`config.mk`:
```
export PLATFORM = sky130hd
export DESIGN_NAME = apb_rr_master_flat
export DESIGN_NICKNAME = d
export VERILOG_FILES = /design/src/rtl/apb_rr_master_if.sv /design/src/rtl/apb_rr_master.sv /design/src/flat_wrapper.sv
export SDC_FILE = /design/constraint.sdc
export NUM_CORES = 1
export LEC_CHECK = 0
export BUFFER_PORTS_ARGS = -buffer_cell sky130_fd_sc_hd__clkbuf_2
export CAP_MARGIN = 30
export CORE_ASPECT_RATIO = 1.5
export CORE_MARGIN = 2
export CORE_UTILIZATION = 35
export CTS_BUF_LIST = sky130_fd_sc_hd__clkbuf_2 sky130_fd_sc_hd__clkbuf_4 sky130_fd_sc_hd__clkbuf_8
export CTS_CLUSTER_SIZE = 10
export DETAILED_ROUTE_END_ITERATION = 10
export GPL_TIMING_DRIVEN = 0
export PLACE_DENSITY = 0.7
export SYNTH_ARGS = -nofsm -noshare
export SYNTH_HDL_FRONTEND = slang
export SYNTH_SLANG_ARGS = --single-unit
export TNS_END_PERCENT = 50
```
`constraint.sdc`:
```
create_clock -name PCLK -period 3.7 [get_ports PCLK]
set_clock_uncertainty 0.1 [all_clocks]
set_input_delay 0.37 -clock PCLK [delete_from_list [all_inputs] [get_ports PCLK]]
set_output_delay 0.37 -clock PCLK [all_outputs]
set_load 0.05 [all_outputs]
```
`src/rtl/apb_rr_master_if.sv`:
```
// apb_rr_master_if: requester-side and APB-side signals of the two-requester APB master
interface apb_rr_master_if #(parameter int ADDR_W = 32, parameter int DATA_W = 32);
  logic req0, req1, wr0, wr1;
  logic [ADDR_W-1:0] addr0, addr1;
  logic [DATA_W-1:0] wdata0, wdata1;
  logic [DATA_W/8-1:0] strb0, strb1;
  logic done0, done1, err, tout;
  logic [DATA_W-1:0] rdata;
  logic PSEL1, PSEL2, PENABLE, PWRITE;
  logic [ADDR_W-1:0] PADDR;
  logic [DATA_W-1:0] PWDATA;
  logic [DATA_W/8-1:0] PSTRB;
  logic [DATA_W-1:0] PRDATA1, PRDATA2;
  logic PREADY1, PREADY2, PSLVERR1, PSLVERR2;
  modport master (
    input req0, req1, wr0, wr1, addr0, addr1, wdata0, wdata1, strb0, strb1,
    input PRDATA1, PRDATA2, PREADY1, PREADY2, PSLVERR1, PSLVERR2,
    output done0, done1, err, tout, rdata,
    output PSEL1, PSEL2, PENABLE, PWRITE, PADDR, PWDATA, PSTRB
  );
  modport slave (
    output req0, req1, wr0, wr1, addr0, addr1, wdata0, wdata1, strb0, strb1,
    output PRDATA1, PRDATA2, PREADY1, PREADY2, PSLVERR1, PSLVERR2,
    input done0, done1, err, tout, rdata,
    input PSEL1, PSEL2, PENABLE, PWRITE, PADDR, PWDATA, PSTRB
  );
endinterface

```
`src/rtl/apb_rr_master.sv`:
```
// apb_rr_master: round-robin arbiter for two requesters driving one APB transfer at a time
// to two slaves, with wait-state handling, PSLVERR reporting and hung-transfer timeout.
module apb_rr_master #(
  parameter int ADDR_W  = 32,
  parameter int DATA_W  = 32,
  parameter int SEL_BIT = 12,
  parameter int TIMEOUT = 16
) (
  input logic PCLK,
  input logic PRESET,
  apb_rr_master_if.master bus
);
  localparam int CW = $clog2(TIMEOUT);
  typedef enum logic [1:0] {IDLE, SETUP, ACCESS} state_t;
  state_t r_state;
  logic r_ptr, r_gnt, r_sel;
  logic [CW-1:0] r_cnt;
  logic w_gnt, w_wr, w_ready, w_slverr, w_abort;
  logic [ADDR_W-1:0] w_addr;
  logic [DATA_W-1:0] w_wdata, w_prdata;
  logic [DATA_W/8-1:0] w_strb;
  assign w_gnt    = (bus.req0 && bus.req1) ? r_ptr : bus.req1;
  assign w_wr     = w_gnt ? bus.wr1 : bus.wr0;
  assign w_addr   = w_gnt ? bus.addr1 : bus.addr0;
  assign w_wdata  = w_gnt ? bus.wdata1 : bus.wdata0;
  assign w_strb   = w_gnt ? bus.strb1 : bus.strb0;
  assign w_ready  = r_sel ? bus.PREADY2 : bus.PREADY1;
  assign w_slverr = r_sel ? bus.PSLVERR2 : bus.PSLVERR1;
  assign w_prdata = r_sel ? bus.PRDATA2 : bus.PRDATA1;
  assign w_abort  = !w_ready && (r_cnt == CW'(TIMEOUT - 1));
  always_ff @(posedge PCLK or posedge PRESET) begin
    if (PRESET) begin
      r_state     <= IDLE;
      r_ptr       <= 1'b0;
      r_gnt       <= 1'b0;
      r_sel       <= 1'b0;
      r_cnt       <= '0;
      bus.done0   <= 1'b0;
      bus.done1   <= 1'b0;
      bus.err     <= 1'b0;
      bus.tout    <= 1'b0;
      bus.rdata   <= '0;
      bus.PSEL1   <= 1'b0;
      bus.PSEL2   <= 1'b0;
      bus.PENABLE <= 1'b0;
      bus.PWRITE  <= 1'b0;
      bus.PADDR   <= '0;
      bus.PWDATA  <= '0;
      bus.PSTRB   <= '0;
    end else begin
      bus.done0 <= 1'b0;
      bus.done1 <= 1'b0;
      bus.err   <= 1'b0;
      bus.tout  <= 1'b0;
      bus.rdata <= '0;
      case (r_state)
        IDLE: if (!bus.done0 && !bus.done1 && (bus.req0 || bus.req1)) begin
          r_gnt      <= w_gnt;
          r_sel      <= w_addr[SEL_BIT];
          bus.PSEL1  <= !w_addr[SEL_BIT];
          bus.PSEL2  <= w_addr[SEL_BIT];
          bus.PWRITE <= w_wr;
          bus.PADDR  <= w_addr;
          bus.PWDATA <= w_wdata;
          bus.PSTRB  <= w_wr ? w_strb : '0;
          r_state    <= SETUP;
        end
        SETUP: begin
          bus.PENABLE <= 1'b1;
          r_state     <= ACCESS;
        end
        ACCESS: if (w_ready || w_abort) begin
          bus.PSEL1   <= 1'b0;
          bus.PSEL2   <= 1'b0;
          bus.PENABLE <= 1'b0;
          bus.done0   <= !r_gnt;
          bus.done1   <= r_gnt;
          bus.rdata   <= (w_ready && !bus.PWRITE) ? w_prdata : '0;
          bus.err     <= w_ready ? w_slverr : 1'b1;
          bus.tout    <= !w_ready;
          r_ptr       <= !r_gnt;
          r_cnt       <= '0;
          r_state     <= IDLE;
        end else begin
          r_cnt <= r_cnt + CW'(1);
        end
        default: r_state <= IDLE;
      endcase
    end
  end
endmodule

```
`src/flat_wrapper.sv`:
```
// flat-port wrapper written by rule: the top's interface ports become plain ports
module apb_rr_master_flat 
#(
  parameter int ADDR_W  = 32,
  parameter int DATA_W  = 32,
  parameter int SEL_BIT = 12,
  parameter int TIMEOUT = 16
)
  (PCLK, PRESET, bus_req0, bus_req1, bus_wr0, bus_wr1, bus_addr0, bus_addr1, bus_wdata0, bus_wdata1, bus_strb0, bus_strb1, bus_PRDATA1, bus_PRDATA2, bus_PREADY1, bus_PREADY2, bus_PSLVERR1, bus_PSLVERR2, bus_done0, bus_done1, bus_err, bus_tout, bus_rdata, bus_PSEL1, bus_PSEL2, bus_PENABLE, bus_PWRITE, bus_PADDR, bus_PWDATA, bus_PSTRB);
  apb_rr_master_if #(.ADDR_W(ADDR_W), .DATA_W(DATA_W)) bus_i ();
  input logic PCLK;
  input logic PRESET;
  input wire logic [$bits(bus_i.req0)-1:0] bus_req0;
  input wire logic [$bits(bus_i.req1)-1:0] bus_req1;
  input wire logic [$bits(bus_i.wr0)-1:0] bus_wr0;
  input wire logic [$bits(bus_i.wr1)-1:0] bus_wr1;
  input wire logic [$bits(bus_i.addr0)-1:0] bus_addr0;
  input wire logic [$bits(bus_i.addr1)-1:0] bus_addr1;
  input wire logic [$bits(bus_i.wdata0)-1:0] bus_wdata0;
  input wire logic [$bits(bus_i.wdata1)-1:0] bus_wdata1;
  input wire logic [$bits(bus_i.strb0)-1:0] bus_strb0;
  input wire logic [$bits(bus_i.strb1)-1:0] bus_strb1;
  input wire logic [$bits(bus_i.PRDATA1)-1:0] bus_PRDATA1;
  input wire logic [$bits(bus_i.PRDATA2)-1:0] bus_PRDATA2;
  input wire logic [$bits(bus_i.PREADY1)-1:0] bus_PREADY1;
  input wire logic [$bits(bus_i.PREADY2)-1:0] bus_PREADY2;
  input wire logic [$bits(bus_i.PSLVERR1)-1:0] bus_PSLVERR1;
  input wire logic [$bits(bus_i.PSLVERR2)-1:0] bus_PSLVERR2;
  output wire logic [$bits(bus_i.done0)-1:0] bus_done0;
  output wire logic [$bits(bus_i.done1)-1:0] bus_done1;
  output wire logic [$bits(bus_i.err)-1:0] bus_err;
  output wire logic [$bits(bus_i.tout)-1:0] bus_tout;
  output wire logic [$bits(bus_i.rdata)-1:0] bus_rdata;
  output wire logic [$bits(bus_i.PSEL1)-1:0] bus_PSEL1;
  output wire logic [$bits(bus_i.PSEL2)-1:0] bus_PSEL2;
  output wire logic [$bits(bus_i.PENABLE)-1:0] bus_PENABLE;
  output wire logic [$bits(bus_i.PWRITE)-1:0] bus_PWRITE;
  output wire logic [$bits(bus_i.PADDR)-1:0] bus_PADDR;
  output wire logic [$bits(bus_i.PWDATA)-1:0] bus_PWDATA;
  output wire logic [$bits(bus_i.PSTRB)-1:0] bus_PSTRB;
  assign bus_i.req0 = bus_req0;
  assign bus_i.req1 = bus_req1;
  assign bus_i.wr0 = bus_wr0;
  assign bus_i.wr1 = bus_wr1;
  assign bus_i.addr0 = bus_addr0;
  assign bus_i.addr1 = bus_addr1;
  assign bus_i.wdata0 = bus_wdata0;
  assign bus_i.wdata1 = bus_wdata1;
  assign bus_i.strb0 = bus_strb0;
  assign bus_i.strb1 = bus_strb1;
  assign bus_i.PRDATA1 = bus_PRDATA1;
  assign bus_i.PRDATA2 = bus_PRDATA2;
  assign bus_i.PREADY1 = bus_PREADY1;
  assign bus_i.PREADY2 = bus_PREADY2;
  assign bus_i.PSLVERR1 = bus_PSLVERR1;
  assign bus_i.PSLVERR2 = bus_PSLVERR2;
  assign bus_done0 = bus_i.done0;
  assign bus_done1 = bus_i.done1;
  assign bus_err = bus_i.err;
  assign bus_tout = bus_i.tout;
  assign bus_rdata = bus_i.rdata;
  assign bus_PSEL1 = bus_i.PSEL1;
  assign bus_PSEL2 = bus_i.PSEL2;
  assign bus_PENABLE = bus_i.PENABLE;
  assign bus_PWRITE = bus_i.PWRITE;
  assign bus_PADDR = bus_i.PADDR;
  assign bus_PWDATA = bus_i.PWDATA;
  assign bus_PSTRB = bus_i.PSTRB;
  apb_rr_master #(.ADDR_W(ADDR_W), .DATA_W(DATA_W), .SEL_BIT(SEL_BIT), .TIMEOUT(TIMEOUT)) u_core (.PCLK(PCLK), .PRESET(PRESET), .bus(bus_i));
endmodule
```
* Word level (Yosys, flattened, before mapping) *
Index checks and enable logic that the tools add are counted.

storage, ports and cells
  register bits after elaboration = 117
  bits in latches = 0
  RAM bits = 0
  memory bits (read-only) = 0
  bits of input ports = 210
  output and inout bits = 108
  word-level logic and storage cells = 75
  memories kept = 0

operators by class
  add/sub/neg operators = 1
  multipliers = 0
  div/mod/pow operators = 0
  order comparisons = 0
  eq/ne operators = 5
  shift operators = 0
  mux-type cells = 31
  bitwise gates (word level) = 0
  reductions and logical operators = 21

operator list
  kind                                                             number
  32-bit two-way mux                                               6
  1-bit two-way mux                                                16
  4-bit two-way mux                                                3
  2-bit AND reduction                                              4
  1-bit logical NOT                                                6
  1-bit one-hot mux with 2 select lines                            3
  2-bit one-hot mux with 3 select lines                            1
  1-bit logical AND                                                5
  4-bit by 1-bit adder with 4-bit output, second input constant    1
  4-bit == test, second input constant                             1
  2-bit two-way mux                                                2
  2-bit by 1-bit != test with 1-bit output, second input constant  2
  2-bit nonzero test                                               2
  3-bit AND reduction                                              1
  2-bit by 1-bit == test with 1-bit output, second input constant  1
  2-bit == test, second input constant                             1
  2-bit logical NOT                                                1
  1-bit logical OR                                                 2

* Logic depth before layout (Yosys ltp) *
Gate-level depths: netlist (run 1).

  depth in word-level cells = 6
  gate-level depth with buffers = 6
  gate-level depth less buffers = 5

* Worst setup path before layout (run 1) *
Ideal clock, no wire load.

  kind = register to register
  start = register u_core.bus.done1
  end = register u_core.bus.PWDATA[27]
  data arrival time = 1.411 ns
  data required time = 3.468 ns
  setup slack = 2.057 ns
  stages on the path, launching flop included = 7
  path buffers = 2
  period minus slack after synthesis = 1.643 ns
  path through = dfrtp_1 nor4_2 o21ai_2 buf_6 buf_6 nand2_1 o21ai_1

on the way
  cells in the longest elaborated chain, start to end = 4

ends and longest elaborated chain
  what                                  RTL line                text
  start, declared                       apb_rr_master_if.sv:18  output done0, done1, err, tout, rdata,
  start signal, assigned                apb_rr_master.sv:77     bus.done1 <= r_gnt;
  1-bit logical NOT                     apb_rr_master.sv:57     IDLE: if (!bus.done0 && !bus.done1 && (bus.req0 || bus.req1)) begin
  1-bit logical AND (2 in series)       apb_rr_master.sv:57
  2-bit AND reduction (no source line)  --
  end signal, assigned                  apb_rr_master.sv:64     bus.PWDATA <= w_wdata;
  end, declared                         apb_rr_master_if.sv:19  output PSEL1, PSEL2, PENABLE, PWRITE, PADDR, PWDATA, PSTRB

Every way passes these cells.
A chain may end at the register's enable or synchronous reset.

* Worst setup path after layout (run 1) *
  start = register u_core.r_state[0]
  end = register u_core.bus.PWDATA[18]

on the way
  cells in the longest elaborated chain, start to end = 2

ends and longest elaborated chain
  what                                  RTL line             text
  start, declared                       apb_rr_master.sv:15  state_t r_state;
  start signal, assigned                apb_rr_master.sv:33  r_state <= IDLE;
  start signal, assigned                apb_rr_master.sv:66  r_state <= SETUP;
  start signal, assigned                apb_rr_master.sv:70  r_state <= ACCESS;
  2-bit logical NOT                     apb_rr_master.sv:56  case (r_state)
  2-bit AND reduction (no source line)  --

Every way passes these cells.

==> metrics.csv, run 1 <==
metric;value;unit
status;complete, no violations;
XOR/XNOR Fraction of Synth Area;0;
area leader, netlist;dfrtp_1;
vias in the first global route;4689;
dpl ws;1.733;ns
Core Rows;54;
Synth Area in Adders;0.002397;
layout cell share with drive strength beyond 1;0.4727;
Sw Pwr;3.557;mW
Initial DRC Count;135;
Vias;4701;
combinational fraction of design power;0.545;
post-route cell area;7475;sq um
clock latency on the worst-skew pair;0.42;ns
CTS Buffer Depth;2;
Pwr Density;921.1;nW/um^2
CP Capture Type;flop;
CTS tree;done;
Synth Area in Compound Gates;0.09468;
Cells after Synth;472;
#FFs+latches synth;116;
CP most frequent cell;buf_6;
largest family of logic cells by synthesized area;multiplexers;
most common cell after layout, fill and taps aside;clkbuf_2;
WP data required;3.87;ns
post-synthesis mux area share;0.1896;
top fanout value on the critical path;10;
crit path cell chain;nor4_2 > o21ai_2 > buf_6 > buf_6 > nand2_1 > o21ai_1;
post-synthesis sequential area ratio;0.5561;
GR Util All Layers;0.1959;
class of the worst hold path;in -> reg;
initial core utilization;0.3577;
Worst path max stage delay;0.42;ns
vias per cell;4.613;
Final Setup Violations;0;
Post-Syn Area;5220;sq um
unrepaired setup endpoints after global routing;false;
# IOs;318;
Sequential Power Share;0.293;
final core utilization;0.5122;
DRC viols;0;
crit path DAT;1.94;ns
diode count;0;
largest net degree at the start of global routing;67;
H-tree depth;4;
final hold vios;0;
Worst-Margin Slew;0.6061;ns
Crit path max-delay family;flip-flops;
clock edge transition at the registers on the reported setup and hold paths;0.08;ns
Unique masters post-synth;32;
most frequent cells in the layout;317 x clkbuf_2, 116 x dfrtp_1, 96 x mux2i_1;
drt wl/cell;15.21;um
Peak Freq;0.5663;GHz
synth top area cells;dfrtp_1 56%, mux2i_1 18%, o21ai_1 5.9%, nand2_1 5.3%, nor2_1 3.1%;
clock buffer count from CTS;17;
leakage;4.273;nW
first-pass GRT wire length;24360;um
worst vdd ir;0.0004535;V
post-place instance area;7084;sq um
die extent in x;103.7;um
area share of the largest cell type after synthesis;0.5561;
slowest library cell on the worst path;dfrtp_1;
buffers plus inverters on the worst setup path;2;
total number of yosys warnings;0;
Final Net Count;1021;
Net Count, Synth;683;
GRT Residual Overflow;0;
Buffers on Ports;317;
Syn Area/Cell;11.06;sq um
final std cells w/o fill;1019;
Sw Ratio;0.5167;
clock share of power;0.163;
Clock Sinks;116;
area grow syn2layout;43.19;%
Final Max Slew Viols;0;
fin crit share;0.4772;
slack of the critical path;1.934;ns
placed cell count;986;
CTS Root Cell;clkbuf_8;
post-route ant nets;0;
relative slew slack;0.5959;
routed wire length;15500;um
Crit Path Class;reg -> reg;
placer congestion estimate;0.7857;
first drt pass iteration count;4;
max_cap viols;0;
Die H;153.6;um
simple logic cell fraction of the synthesized area;0.1047;
hpwl dp;12390;um
Die Area;15930;sq um
Core Area;14590;sq um
Int Pwr;3.328;mW
Critical Path Start Type;flop;
post-CTS repair timing setup buffer count;0;
final period demand of the worst path;1.766;ns
antenna violations before repair;0;
==> state kept, by name, summed over array words and instances, names as in the netlist, 2 cells and up <==
| register | cells |
|---|---|
| u_core.bus.PADDR | 32 |
| u_core.bus.PWDATA | 32 |
| u_core.bus.rdata | 32 |
| u_core.bus.PSTRB | 4 |
| u_core.r_cnt | 4 |
| u_core.r_state | 2 |
==> per-stage QoR <==
stage                     hold slack (ns)  setup TNS (ns)  power, mW
final                             0.08563               0      6.885
after global routing              0.07144               0      7.316
after CTS                         0.06341               0      6.982
after detailed placement           0.3364               0      5.848
after global placement             0.3609         -140.99      5.777
after floorplan                    0.3288               0      4.833
==> worst reg2reg max path, cell delays in order (launching register included) <==
cell	delay, ns
dfrtp_1	0.42
nor4_2	0.33
o21ai_2	0.25
buf_6	0.24
buf_6	0.16
nand2_1	0.06
o21ai_1	0.06
==> power by group through the flow <==
stage,clock network (mW),registers [mW],logic [mW]
5_1_grt,1.22,2.08,4.02
2_1_floorplan,0,3.52,1.31
3_3_place_gp,0,2.02,3.76
6_report,1.12,2.02,3.75
4_1_cts,1.15,2.02,3.81
3_5_place_dp,0,2.04,3.81
==> cell families (layout without fill, tap and decap cells) <==
logic type,count (synthesis),in the layout
adder cells (fa/ha/maj),1,1
AND/OR/NAND/NOR,134,134
AO/OA/AOI/OAI,87,87
multiplexers,98,98
flip-flops,116,116
buffers and inverters,36,387
==> repair_timing <==
action,4_1_cts,5_1_grt
hold buffers,1,0
endpoints found under the hold margin,50,0
resized for setup,0,0
endpoints found under the setup margin,0,0
==> per-layer routing <==
layer  track usage  vias to the layer above  routed length, um
met5             0                        -                  0
met1        0.2205                     2167               5898
li1              -                     2304                  -
met2        0.3567                      205               8159
met3       0.05002                       25               1094
met4       0.07207                        0                348
==> layout make-up <==
class                           instances  area (sq um)
Clock buffer                           17         234.0
Sequential cell                       116          2903
Fill cell                            1381          7119
Inverter                                5         23.77
Buffer                                 31         255.2
Multi-Input combinational cell        320          2043
Timing Repair Buffer                  319          1624
Clock inverter                         15         146.4
Tap cell                              196         245.2
==> cells in the mapped netlist, drive strengths merged <==
cell	instances
nor2	44
nand3	7
o2111ai	4
nor4	1
nand2b	2
o2bb2ai	1
clkbuf	6
buf	25
a31oi	4
a21o	2
ha	1
inv	5
nor2b	1
dfrtp	116
nor3b	1
nor3	2
a22o	1
a21oi	2
and3	1
o21ai	73
mux2	1
nand2	74
and2	1
mux2i	97
==> path summary, 6_finish.rpt <==
kind                                         endpoint  cells after the start                 from  slack [ns]
worst max-delay path            u_core.bus.PWDATA[18]                      6    u_core.r_state[0]        1.93
min in group asynchronous        u_core.bus.PWDATA[8]                      3               PRESET        0.44
worst min register to register    u_core.bus.PADDR[0]                      2  u_core.bus.PADDR[0]        0.38
max in group asynchronous       u_core.bus.PWDATA[28]                      4               PRESET        2.37
worst min-delay path             u_core.bus.rdata[17]                      3      bus_PRDATA1[17]        0.09
worst max register to register  u_core.bus.PWDATA[18]                      6    u_core.r_state[0]        1.93
Power figures use the tool's default switching activity.
==> run 2, diff against run 1 <==
- ABC_AREA: default -> 1
- PLACE_DENSITY: 0.7 -> 0.69
- clock period: 3.7 -> 1.5 ns (I/O delays scaled with it)
==> run 2 against run 1 <==
  * Worst setup slack worse by 1.9 ns
  * Worst hold slack worse by 0.053 ns
  * Total power increased to 2.7 times the previous value
  * Combinational power grew to 2.7 times the previous value
  * Sequential power grew 140%
  * Register-to-register slack lost 1.9 ns
  * Die area up 4.7%
  * Utilization rose by 14 points
  * Global-route usage is 7.8 points higher
  * Sequential share of layout area shrank 9.9 points
==> metrics.csv, run 2 <==
metric;value;unit;change
footprint of the multi-input gates;2313;sq um;+13%
#FFs+latches synth;116;;unchanged
vias in the first global route;7213;;+54%
H-tree depth;4;;unchanged
top fanout value on the critical path;10;;unchanged
antenna violations before repair;0;;unchanged
Post-Syn Area;5471;sq um;+4.8%
Final Net Count;1491;;+46%
worst vdd ir;0.0009996;V;+120%
asr flop ratio synth;1.000;;unchanged
die extent in x;106.1;um;+2.3%
CTS Root Cell;clkbuf_8;;
post-synthesis sequential area ratio;0.5305;;-0.02556
fill count;1181;;-14%
most common cell after layout, fill and taps aside;nand2_1;;
class of the worst hold path;in -> reg;;
vias per cell;4.743;;+2.8%
Die Area;16670;sq um;+4.7%
overall power;18.35;mW;+170%
Final Max Slew Viols;0;;unchanged
Buffers on Ports;316;;-0.32%
area leader, netlist;dfrtp_1;;
# IOs;318;;unchanged
Register Area;2903;sq um;unchanged
Final Setup Violations;0;;unchanged
area share of the largest cell type after synthesis;0.5305;;-0.02556
post-route ant nets;0;;unchanged
synth cell count leaders;485 x nand2_1, 116 x dfrtp_1, 24 x a21oi_1, 17 x nand3_1, 16 x buf_2;;
Peak Freq;0.6800;GHz;+20%
main flop type after synthesis;dfrtp_1;;
met3 usage;0.07122;;+0.02120
max_cap viols;0;;unchanged
WP data required;1.74;ns;-2.13 ns
total negative setup slack;0;ns;unchanged
initial core utilization;0.3533;;-0.004337
met2 Use GR;0.5017;;+0.1450
leakage;5.740;nW;+34%
routed wire length;23640;um;+53%
relative slew slack;0.4343;;-0.1616
CP Capture Type;flop;;
Core Area;15480;sq um;+6.1%
clock latency on the worst-skew pair;0.42;ns;about the same
hpwl dp;13930;um;+12%
M1 GR Usage;0.2866;;+0.06610
GR Util All Layers;0.2741;;+0.07823
fin crit share;0.9804;;+0.5031
most frequent cell after synthesis;nand2_1;;
Unique masters post-synth;23;;-28%
drt wl/cell;15.80;um;+3.9%
crit path DAT;1.71;ns;-0.23 ns
Post-synth EDFFs;0;;unchanged
status;complete, no violations;;
Clock Sinks;116;;unchanged
unrepaired setup endpoints after global routing;true;;
area grow syn2layout;83.51;%;
final period demand of the worst path;1.471;ns;-0.2952 ns
diode count;0;;unchanged
Net Count, Synth;941;;+38%
layout cell share with drive strength beyond 1;0.3372;;-0.1355
Initial DRC Count;538;;+300%
clock edge transition at the registers on the reported setup and hold paths;0.08;ns;about the same
final hold vios;0;;unchanged
first drt pass iteration count;7;;+3
Worst-Margin Slew;0.8467;ns;+0.2406 ns
largest net degree at the start of global routing;42;;-37%
Pwr Density;1828;nW/um^2;+98%
Syn Area/Cell;7.495;sq um;-32%
post-route cell area;10040;sq um;+34%
first-pass GRT wire length;35560;um;+46%
CTS tree;done;;
most frequent cells in the layout;479 x nand2_1, 321 x clkbuf_2, 203 x dlygate4sd3_1;;
Cells after Synth;730;;+55%
Top Usage Layer GRT;met2;;
Fin Hold WS;0.03302;ns;-0.05262 ns
Vias;7096;;+51%
synth top area cells;dfrtp_1 53%, nand2_1 33%, a21oi_1 2.2%, buf_4 1.6%, a21oi_2 1.6%;;
Core Rows;56;;+3.7%
DRC viols;0;;unchanged
Critical Path Start Type;flop;;
largest registers;u_core.bus.PADDR (32), u_core.bus.PWDATA (32), u_core.bus.rdata (32);;
clock buffer count from CTS;17;;unchanged
placer congestion estimate;0.8258;;+5.1%
Crit Path Class;reg -> reg;;
GRT Residual Overflow;0;;unchanged
total number of yosys warnings;0;;unchanged
Die H;157.1;um;+2.3%
CTS Buffer Depth;2;;unchanged
post-place instance area;7351;sq um;+3.8%
[run 2: worst paths after layout]
kind,start,endpoint,slack (ns),cells after the start
max in group asynchronous,PRESET,u_core.bus.PADDR[10],0.28,4
setup reg to reg,u_core.bus.PADDR[12],u_core.bus.rdata[13],0.03,7
setup / recovery,u_core.bus.PADDR[12],u_core.bus.rdata[13],0.03,7
hold / removal,bus_wr0,u_core.bus.PWRITE,0.03,5
min in group asynchronous,PRESET,u_core.bus.PADDR[22],0.33,3
hold reg to reg,u_core.r_gnt,u_core.bus.done0,0.36,1
[run 2: cell type report]
type | instances | area share
sequential | 116 | 0.2891
inverter | 14 | 0.006355
tap | 203 | 0.02530
clock buffer | 18 | 0.02467
clock inverter | 14 | 0.01981
multi-input combinational | 560 | 0.2304
timing repair buffer | 530 | 0.3726
buffer | 41 | 0.03178
[run 2: what timing repair did]
item                                   CTS  global route
hold buffers                           203             0
setup buffers                            2             6
setup endpoints to repair               64            79
gates cloned                             0             2
endpoints found under the hold margin  138             0
gates resized for setup                 11            34
pin swaps                                2             4
[run 2: where the power goes]
group	switching (mW)	internal, mW
clock network	1.38	1.88
registers	0.618	4.28
logic	7.40	2.80
[run 2: critical path, cell delays in order, from the launching register on]
cell      delay [ns]
dfrtp_1         0.40
buf_6           0.15
clkinv_4        0.08
nand2_2         0.07
nand2_2         0.10
nand3_4         0.15
buf_6           0.19
a21oi_1         0.15
[run 2: routing by layer]
metal	part of all wire	vias up	wire length (um)
met3	0.078	81	1855
li1	-	3327	-
met1	0.35	3274	8369
met2	0.53	414	12480
met4	0.039	0	932
met5	0	-	0
[run 2: cell families (layout without fill, tap and decap cells)]
logic type,count (synthesis),after routing,synth area share
adder cells (fa/ha/maj),1,1,0.002286
flip-flops,116,116,0.5305
AND/OR/NAND/NOR,519,520,0.3666
buffers and inverters,55,617,0.05808
AO/OA/AOI/OAI,39,39,0.04253
[run 2: per-stage QoR]
| step | instances | setup slack, ns | utilization |
|---|---|---|---|
| finish | 1496 | 0.02942 | 0.6484 |
| global route | 1496 | -0.01793 | 0.6484 |
| CTS | 1488 | -0.002443 | 0.6382 |
| detailed placement | 1251 | -0.1436 | 0.4747 |
| global placement | 1249 | -0.9642 | 0.4721 |
| floorplan | 730 | -0.1634 | - |
